## config.mk

```make
export PLATFORM = sky130hd
export DESIGN_NAME = cmd_bus_tx_flat
export DESIGN_NICKNAME = d
export VERILOG_FILES = /design/src/rtl/cmd_bus_pkg.sv /design/src/rtl/cmd_bus_tx_if.sv /design/src/rtl/cmd_bus_tx.sv /design/src/flat_wrapper.sv
export SDC_FILE = /design/constraint.sdc
export NUM_CORES = 1
export LEC_CHECK = 0
export ABC_AREA = 1
export CAP_MARGIN = 0
export CORE_UTILIZATION = 52
export CTS_CLUSTER_SIZE = 40
export DETAILED_ROUTE_END_ITERATION = 10
export GPL_TIMING_DRIVEN = 1
export PLACE_DENSITY = 0.84
export SYNTH_ARGS = -nofsm -noshare
export SYNTH_HDL_FRONTEND = slang
export SYNTH_SLANG_ARGS = --single-unit
```

## constraint.sdc

```tcl
create_clock -name clk -period 1.7 [get_ports clk]
set_input_delay 0.34 -clock clk [delete_from_list [all_inputs] [get_ports clk]]
set_output_delay 0.34 -clock clk [all_outputs]
set_load 0.01 [all_outputs]
```

## src/rtl/cmd_bus_pkg.sv

```systemverilog
// Shared command-bus definitions: command codes, transmitter states and the
// code-to-symbol mapping used by both the transmitter and the receiver decode.
package cmd_bus_pkg;

    typedef enum logic [2:0] {
        CMD_PAUSE     = 3'd0,
        CMD_PLUS      = 3'd1,
        CMD_MINUS     = 3'd2,
        CMD_BALLAST_P = 3'd3,
        CMD_BALLAST_N = 3'd4,
        CMD_START     = 3'd5,
        CMD_SHUTDOWN  = 3'd6,
        CMD_DISCHARGE = 3'd7
    } cmd_t;

    typedef enum logic [2:0] {
        ST_IDLE  = 3'd0,
        ST_SETUP = 3'd1,
        ST_HIGH  = 3'd2,
        ST_HOLD  = 3'd3,
        ST_GAP   = 3'd4
    } tx_state_t;

    localparam int SYM_IDX_W = 2;

    function automatic logic [2:0] seq_len(input cmd_t c);
        case (c)
            CMD_START:     return 3'd2;
            CMD_DISCHARGE: return 3'd4;
            default:       return 3'd1;
        endcase
    endfunction

    // START is followed by a zero symbol; DISCHARGE alternates 7/0 twice.
    function automatic logic [2:0] seq_sym(input cmd_t c, input logic [SYM_IDX_W-1:0] idx);
        case (c)
            CMD_START:     return (idx == 2'd0) ? 3'd5 : 3'd0;
            CMD_DISCHARGE: return idx[0] ? 3'd0 : 3'd7;
            default:       return c;
        endcase
    endfunction

endpackage

```

## src/rtl/cmd_bus_tx_if.sv

```systemverilog
// Host-side command handshake plus the physical strobed bus outputs.
interface cmd_bus_tx_if;
    import cmd_bus_pkg::*;

    logic       cmd_valid;
    cmd_t       cmd;
    logic       abort;
    logic       cmd_ready;
    logic       busy;
    logic       done;
    logic       aborted;
    logic       o_clk;
    logic [2:0] o_bus;

    modport master (
        output cmd_valid, cmd, abort,
        input  cmd_ready, busy, done, aborted, o_clk, o_bus
    );

    modport slave (
        input  cmd_valid, cmd, abort,
        output cmd_ready, busy, done, aborted, o_clk, o_bus
    );

endinterface

```

## src/rtl/cmd_bus_tx.sv

```systemverilog
// Serialises one command into 1, 2 or 4 strobed bus symbols with programmable
// setup/high/hold timing and an inter-command gap. All outputs are registered.
module cmd_bus_tx
    import cmd_bus_pkg::*;
#(
    parameter int SETUP_CYCLES = 16,
    parameter int HIGH_CYCLES  = 16,
    parameter int HOLD_CYCLES  = 16,
    parameter int GAP_CYCLES   = 32
) (
    input  logic          clk,
    input  logic          rstn,
    cmd_bus_tx_if.slave   bus
);

    localparam int MAX_SH  = (SETUP_CYCLES > HIGH_CYCLES) ? SETUP_CYCLES : HIGH_CYCLES;
    localparam int MAX_HG  = (HOLD_CYCLES > GAP_CYCLES) ? HOLD_CYCLES : GAP_CYCLES;
    localparam int MAX_ALL = (MAX_SH > MAX_HG) ? MAX_SH : MAX_HG;
    localparam int CNT_W   = ($clog2(MAX_ALL) > 0) ? $clog2(MAX_ALL) : 1;

    localparam logic [CNT_W-1:0] SETUP_LOAD = CNT_W'(SETUP_CYCLES - 1);
    localparam logic [CNT_W-1:0] HIGH_LOAD  = CNT_W'(HIGH_CYCLES - 1);
    localparam logic [CNT_W-1:0] HOLD_LOAD  = CNT_W'(HOLD_CYCLES - 1);
    localparam logic [CNT_W-1:0] GAP_LOAD   = CNT_W'(GAP_CYCLES - 1);
    localparam logic [CNT_W-1:0] CNT_ONE    = CNT_W'(1);
    localparam logic [CNT_W-1:0] CNT_ZERO   = '0;

    tx_state_t              state_q, state_d;
    logic [CNT_W-1:0]       cnt_q, cnt_d;
    cmd_t                   cmd_q, cmd_d;
    logic [SYM_IDX_W-1:0]   idx_q, idx_d;
    logic                   abort_pend_q, abort_pend_d;
    logic                   o_clk_q, o_clk_d;
    logic [2:0]             o_bus_q, o_bus_d;
    logic                   cmd_ready_q, cmd_ready_d;
    logic                   busy_q, busy_d;
    logic                   done_q, done_d;
    logic                   aborted_q, aborted_d;

    logic                   abort_now;
    logic                   pend;
    logic                   last_sym;
    logic                   cnt_zero;

    assign abort_now = bus.abort && (state_q != ST_IDLE);
    assign pend      = abort_pend_q || abort_now;
    assign last_sym  = ((3'(idx_q) + 3'd1) == seq_len(cmd_q));
    assign cnt_zero  = (cnt_q == CNT_ZERO);

    always_comb begin
        state_d      = state_q;
        cnt_d        = cnt_q;
        cmd_d        = cmd_q;
        idx_d        = idx_q;
        abort_pend_d = pend;
        o_clk_d      = o_clk_q;
        o_bus_d      = o_bus_q;
        cmd_ready_d  = cmd_ready_q;
        busy_d       = busy_q;
        done_d       = 1'b0;
        aborted_d    = 1'b0;

        case (state_q)
            ST_IDLE: begin
                o_clk_d      = 1'b0;
                o_bus_d      = 3'd0;
                abort_pend_d = 1'b0;
                if (bus.cmd_valid && cmd_ready_q) begin
                    cmd_d       = bus.cmd;
                    idx_d       = '0;
                    o_bus_d     = seq_sym(bus.cmd, '0);
                    cnt_d       = SETUP_LOAD;
                    state_d     = ST_SETUP;
                    cmd_ready_d = 1'b0;
                    busy_d      = 1'b1;
                end
            end
            ST_SETUP: begin
                if (cnt_zero) begin
                    o_clk_d = 1'b1;
                    cnt_d   = HIGH_LOAD;
                    state_d = ST_HIGH;
                end else begin
                    cnt_d = cnt_q - CNT_ONE;
                end
            end
            ST_HIGH: begin
                if (cnt_zero) begin
                    o_clk_d = 1'b0;
                    cnt_d   = HOLD_LOAD;
                    state_d = ST_HOLD;
                end else begin
                    cnt_d = cnt_q - CNT_ONE;
                end
            end
            ST_HOLD: begin
                // Abort is only honoured here so a started strobe always finishes.
                if (cnt_zero) begin
                    if (last_sym || pend) begin
                        o_bus_d = 3'd0;
                        cnt_d   = GAP_LOAD;
                        state_d = ST_GAP;
                    end else begin
                        idx_d   = idx_q + 2'd1;
                        o_bus_d = seq_sym(cmd_q, idx_q + 2'd1);
                        cnt_d   = SETUP_LOAD;
                        state_d = ST_SETUP;
                    end
                end else begin
                    cnt_d = cnt_q - CNT_ONE;
                end
            end
            ST_GAP: begin
                if (cnt_zero) begin
                    done_d       = 1'b1;
                    aborted_d    = pend;
                    abort_pend_d = 1'b0;
                    cmd_ready_d  = 1'b1;
                    busy_d       = 1'b0;
                    state_d      = ST_IDLE;
                end else begin
                    cnt_d = cnt_q - CNT_ONE;
                end
            end
            default: begin
                o_clk_d      = 1'b0;
                o_bus_d      = 3'd0;
                abort_pend_d = 1'b0;
                cmd_ready_d  = 1'b1;
                busy_d       = 1'b0;
                state_d      = ST_IDLE;
            end
        endcase
    end

    always_ff @(posedge clk or negedge rstn) begin
        if (!rstn) begin
            state_q      <= ST_IDLE;
            cnt_q        <= '0;
            cmd_q        <= CMD_PAUSE;
            idx_q        <= '0;
            abort_pend_q <= 1'b0;
            o_clk_q      <= 1'b0;
            o_bus_q      <= 3'd0;
            cmd_ready_q  <= 1'b1;
            busy_q       <= 1'b0;
            done_q       <= 1'b0;
            aborted_q    <= 1'b0;
        end else begin
            state_q      <= state_d;
            cnt_q        <= cnt_d;
            cmd_q        <= cmd_d;
            idx_q        <= idx_d;
            abort_pend_q <= abort_pend_d;
            o_clk_q      <= o_clk_d;
            o_bus_q      <= o_bus_d;
            cmd_ready_q  <= cmd_ready_d;
            busy_q       <= busy_d;
            done_q       <= done_d;
            aborted_q    <= aborted_d;
        end
    end

    assign bus.o_clk     = o_clk_q;
    assign bus.o_bus     = o_bus_q;
    assign bus.cmd_ready = cmd_ready_q;
    assign bus.busy      = busy_q;
    assign bus.done      = done_q;
    assign bus.aborted   = aborted_q;

endmodule
```

## src/flat_wrapper.sv

```systemverilog
// flat-port wrapper written by rule: the top's interface ports become plain ports
module cmd_bus_tx_flat import cmd_bus_pkg::*;
#(
    parameter int SETUP_CYCLES = 16,
    parameter int HIGH_CYCLES  = 16,
    parameter int HOLD_CYCLES  = 16,
    parameter int GAP_CYCLES   = 32
)
  (clk, rstn, bus_cmd_valid, bus_cmd, bus_abort, bus_cmd_ready, bus_busy, bus_done, bus_aborted, bus_o_clk, bus_o_bus);
  cmd_bus_tx_if bus_i ();
  input  logic clk;
  input  logic rstn;
  input wire logic [$bits(bus_i.cmd_valid)-1:0] bus_cmd_valid;
  input wire logic [$bits(bus_i.cmd)-1:0] bus_cmd;
  input wire logic [$bits(bus_i.abort)-1:0] bus_abort;
  output wire logic [$bits(bus_i.cmd_ready)-1:0] bus_cmd_ready;
  output wire logic [$bits(bus_i.busy)-1:0] bus_busy;
  output wire logic [$bits(bus_i.done)-1:0] bus_done;
  output wire logic [$bits(bus_i.aborted)-1:0] bus_aborted;
  output wire logic [$bits(bus_i.o_clk)-1:0] bus_o_clk;
  output wire logic [$bits(bus_i.o_bus)-1:0] bus_o_bus;
  assign bus_i.cmd_valid = bus_cmd_valid;
  assign bus_i.cmd = bus_cmd;
  assign bus_i.abort = bus_abort;
  assign bus_cmd_ready = bus_i.cmd_ready;
  assign bus_busy = bus_i.busy;
  assign bus_done = bus_i.done;
  assign bus_aborted = bus_i.aborted;
  assign bus_o_clk = bus_i.o_clk;
  assign bus_o_bus = bus_i.o_bus;
  cmd_bus_tx #(.SETUP_CYCLES(SETUP_CYCLES), .HIGH_CYCLES(HIGH_CYCLES), .HOLD_CYCLES(HOLD_CYCLES), .GAP_CYCLES(GAP_CYCLES)) u_core (.clk(clk), .rstn(rstn), .bus(bus_i));
endmodule
```

=== After elaboration in Yosys (flattened, before gate mapping) ===
Index checks and enable logic that the tools add are counted.

* Bitwise gates (word level): 3
* Muxes and demuxes: 39
* Add/sub/neg operators: 3
* Reductions and logical operators: 21
* Equality and inequality tests: 16

{| class="wikitable"
|+ Operators by type and width
! kind !! number
|-
| 3-bit two-way mux || 11
|-
| 5-bit two-way mux || 5
|-
| 5-bit one-hot mux with 4 select lines || 1
|-
| 3-bit one-hot mux with 2 select lines || 3
|-
| 3-bit equality test (second input constant) || 5
|-
| 3-bit one-hot mux with 5 select lines || 1
|-
| 2-bit by 1-bit inequality test with 1-bit output (second input constant) || 5
|-
| 1-bit two-way mux || 9
|-
| 1-bit one-hot mux with 3 select lines || 3
|-
| 3-bit one-hot mux with 3 select lines || 1
|-
| 3-bit AND reduction || 3
|-
| 3-bit by 2-bit equality test with 1-bit output (second input constant) || 2
|-
| 2-bit two-way mux || 3
|-
| 3-bit OR reduction || 2
|-
| 5-bit zero test || 1
|-
| 5-bit AND reduction || 1
|-
| 5-bit by 1-bit subtractor with 5-bit output (second input constant) || 1
|-
| 2-bit inequality test (second input constant) || 2
|-
| 2-bit one-hot mux with 2 select lines || 1
|-
| 2-bit AND reduction || 2
|-
| 4-bit AND reduction || 1
|-
| 4-bit nonzero test || 1
|-
| 2-bit OR reduction || 2
|-
| 2-bit by 1-bit adder with 3-bit output (second input constant) || 1
|-
| other kinds (11) || 15
|}

* Register bits: 22
* Output and inout bits: 8
* Logic and storage cells: 93

=== Longest topological paths before layout ===
* Depth after elaboration: 7
* Mapped depth: 11
* Depth with buffers taken out: 11

=== Worst setup path before layout ===
Ideal clock, no wire load.

* Kind: reg2reg
* Start: reg u_core.idx_q[0]
* End: reg u_core.idx_q[0]
* Path slack: 213 ps
* Path buffers: 0
* Clock period less this slack: 1487 ps
* Arrival time: 1370 ps
* Stages on the path, launching flop included: 12
* Path through: dfrtp_1 -> ha_1 -> inv_1 -> nor2_1 -> nor2_1 -> nor2_1 -> nand2_1 -> nand2_1 -> nand2_2 -> nand2_1 -> nand2_1 -> nand2_1

* Cells in the longest elaborated chain, start to end: 5

{| class="wikitable"
|+ Ends and longest elaborated chain
! item !! RTL line !! RTL
|-
| start, declared || cmd_bus_tx.sv:31 || <nowiki>logic [SYM_IDX_W-1:0] idx_q, idx_d;</nowiki>
|-
| start signal, assigned || cmd_bus_tx.sv:153 || <nowiki>idx_q <= idx_d;</nowiki>
|-
| 2-bit by 1-bit adder with 3-bit output || cmd_bus_tx.sv:47 || <nowiki>assign last_sym = ((3'(idx_q) + 3'd1) == seq_len(cmd_q));</nowiki>
|-
| 3-bit equality test || cmd_bus_tx.sv:47 ||
|-
| 1-bit logical OR || cmd_bus_tx.sv:99 || <nowiki>if (last_sym || pend) begin</nowiki>
|-
| 2-bit inequality test (no source line) || -- ||
|-
| 4-bit AND reduction (no source line) || -- ||
|}

Several ways; a longest one is shown, not always the timed one. The select of a mux whose other input is x is not followed.
A chain may end at the register's enable or synchronous reset.

=== Final worst setup path ===
* Start: reg u_core.idx_q[0]
* End: reg u_core.idx_q[1]

Same word-level chain as after synthesis.

==> impl_results.md <==
* Total CTS buffers at 3
* Final wirelength at 2736 microns
* Non-Filler Instances at 216
* DRT antenna net count at 0
* Clock slew at reported path FFs at 0.12 ns
* Slew of the pin with the lowest slew margin at 0.3275 ns
* Final Slew Violations at 0
* CP cell instances: ha_1, inv_1, nor2_1, nor2_1, nor2_1, nand2_2, nand2_1, nand2_2, nand2_2, nand2_1, nand2_1
* P_leak at 0.7624 nW
* Synthesized area at 1294 sq um
* Setup violators final at 0
* Critical Path Start Type: register
* Die height at 51.88 microns
* Compound-Gate Fraction of Synth Area at 0.1219
* Vias in the first global route at 1,048
* Largest cells by area after synthesis: dfrtp_1 41%, nand2_1 15%, inv_1 5.8%, nor2_1 4.4%, nand3_1 3.9%
* Number of remaining DRC errors at 0
* Avg Inst Size Synth at 7.610 sq um
* Sequential area share after synthesis at 0.4265
* Sequential cell area at 553.0 sq um
* Crit Path Max Fanout at 5
* Worst-case clock skew at 0.005027 ns
* Worst Path Buf+Inv at 1
* CTS tree: done
* Die width at 51.88 microns
* Wire per inst at 12.67 microns
* Layout filler cell count at 182
* Unrepaired setup endpoints after global routing: no
* Largest net degree at the start of global routing at 23
* Max Cap Viol at 0
* Kind of critical path: reg2reg
* GRT Total Usage at 0.2322
* Gpl congestion at 0.9131
* Outcome: finished, final reports clean
* Synth area leader: dfrtp_1
* Largest family of logic cells by synthesized area: simple AND/OR/NAND/NOR gates
* Pwr Total at 2.774 mW
* PwrDens at 1834 nW/um^2
* Crit path max-delay cell type: dfrtp_2
* Number of diodes at 0
* Min-delay worst type: in2async
* # hold bufs at CTS at 0
* I/O Pins at 15
* Die area at 2692 sq um
* Vias per cell at 5.333
* Num Clock Sinks at 22
* Final setup TNS at 0 ns
* Final Hold Viols at 0
* Cells after Synth at 170
* Slowest cell delay on critical path at 0.46 ns
* Fin crit share at 0.9373
* CP Data Arrival Time at 1.80 ns
* Peak Freq at 627.6 MHz
* Initial antenna violation count at 0
* Final global-route overflow total at 0
* Synth Area in XOR/XNOR at 0.006770
* Mux cell area share after synthesis at 0
* Area occupied by multi-input gates at 654.4 sq um
* Area growth syn-to-layout at 16.92%
* Post-layout util at 0.6647
* Detailed-route via count at 1,152
* Slew HR at 0.7809
* H-tree levels at 1
* CTS root buf: clkbuf_4
* Post-synth top area share at 0.4062
* Cell family with most CP delay: simple AND/OR/NAND/NOR gates
* HPWL after DPL at 2061 microns
* Count of state elements after synthesis at 22
* IO buf count at 14
* Placed Cells at 211
* Mapped Nets at 180
* Post-Synth Simple-Gate Area at 0.3385
* Layout cells sized above 1 at 0.1543
* Rows at 17
* Adder-Cell Fraction of Synth Area at 0.02901
* Period minus WS final at 1.593 ns
* Worst-skew pair later-pin latency at 0.30 ns
* Starting Density at 0.5684
* Synth cell types at 27
* Core area at 2276 sq um
* Synth warnings at 0
* Peak VDD IR at 0.001159 V
* CP required at 1.91 ns
* Initial DRC Count at 45
* DRT Pass-1 Iters at 4
* Clock buffer depth at 2
* Worst setup EP type: register
* Fin nets at 199
* Global-route wire length before repair at 4574 microns
-- layout by cell type, fill, tap and decap left out, drive strengths merged --
master         instances
o211ai                 1
dfstp                  1
nand2                 58
and3                   1
nor2                  19
dfrtp                 21
xor2                   1
nand3                 12
dlygate4sd2            1
o22ai                  1
o22a                   1
a21oi                 11
nand4                  2
ha                     3
buf                    2
clkdlybuf4s50         13
clkbuf                 4
inv                   24
o21ai                 10
nor3                   2
-- synth_stat cells --
cell      count
nand2_1      52
dfrtp_1      21
inv_1        20
nor2_1       15
nand3_1      10
a21oi_1       8
o21ai_0       7
inv_2         4
nand2_2       4
ha_1          3
nor2_4        3
a21oi_4       2
buf_2         2
nand2_4       2
nand3_2       2
nand4_1       2
nor3_1        2
o21ai_1       2
a21oi_2       1
and3_1        1
dfstp_2       1
nor2_2        1
o211ai_1      1
o21ai_2       1
o22a_1        1
o22ai_1       1
xor2_1        1
-- worst paths after layout --
kind                                             startpoint                          endpoint  slack (ns)  cells past startpoint
worst min-delay path                                   rstn     u_core.state_q[2]$_DFFE_PN0P_        0.36                      2
worst max-delay path            u_core.idx_q[0]$_DFFE_PN0P_       u_core.idx_q[1]$_DFFE_PN0P_        0.11                     11
worst min register to register  u_core.bus.busy$_DFFE_PN0P_       u_core.bus.busy$_DFFE_PN0P_        0.49                      2
min in group clk                u_core.bus.busy$_DFFE_PN0P_       u_core.bus.busy$_DFFE_PN0P_        0.49                      2
max in group asynchronous                              rstn  u_core.bus.cmd_ready$_DFFE_PN1P_        1.05                      2
worst max register to register  u_core.idx_q[0]$_DFFE_PN0P_       u_core.idx_q[1]$_DFFE_PN0P_        0.11                     11
-- layer usage --
| metal | wire length [microns] | track usage | share of wire |
|---|---|---|---|
| met1 | 1248 | 0.3110 | 0.46 |
| met2 | 1340 | 0.3782 | 0.49 |
| met3 | 130 | 0.03801 | 0.048 |
| met4 | 16 | 0.07658 | 0.0058 |
| met5 | 0 | 0 | 0 |
-- cell families (layout without fill, tap and decap cells) --
| group | Yosys count | count (layout) |
|---|---|---|
| AND/OR/NAND/NOR | 94 | 94 |
| buffers and inverters | 26 | 44 |
| AO/OA/AOI/OAI | 24 | 24 |
| flip-flops | 22 | 22 |
| adder cells (fa/ha/maj) | 3 | 3 |
| XOR/XNOR | 1 | 1 |
-- layout make-up --
cell class	count	share of cell area
inverter	24	0.05955
clock buffer	4	0.01737
sequential	22	0.3656
timing repair buffer	16	0.1017
multi-input combinational	122	0.4326
tap	28	0.02316
-- per-stage QoR --
stage	hold slack (ns)	instance area, sq um	setup slack [ns]
after floorplan	0.04441	1294	0.2134
after global placement	0.4571	1466	0.1205
after detailed placement	0.4651	1466	0.06742
after CTS	0.3727	1491	0.05009
after global routing	0.4067	1513	0.001106
final	0.3643	1513	0.1066
-- registers in the layout, indices dropped and copies added, names as in the netlist --
name / flops
u_core.abort_pend_q: 1
u_core.bus.aborted: 1
u_core.bus.busy: 1
u_core.bus.cmd_ready: 1
u_core.bus.done: 1
u_core.bus.o_bus: 3
u_core.bus.o_clk: 1
u_core.cmd_q: 3
u_core.cnt_q: 5
u_core.idx_q: 2
u_core.state_q: 3
-- repair_timing --
action	in CTS	in global routing
cloned	0	0
gates resized for setup	1	4
buffers inserted	0	1
endpoints found under the setup margin	1	5
-- where the power goes --
| part | leakage, nW | total (mW) | internal (mW) | switching (mW) |
|---|---|---|---|---|
| Clock | 0.0150 | 0.244 | 0.0915 | 0.153 |
| Combinational | 0.473 | 1.57 | 0.567 | 1.01 |
| Sequential | 0.274 | 0.956 | 0.737 | 0.219 |
Note: power is estimated with default switching activity, not from simulation.
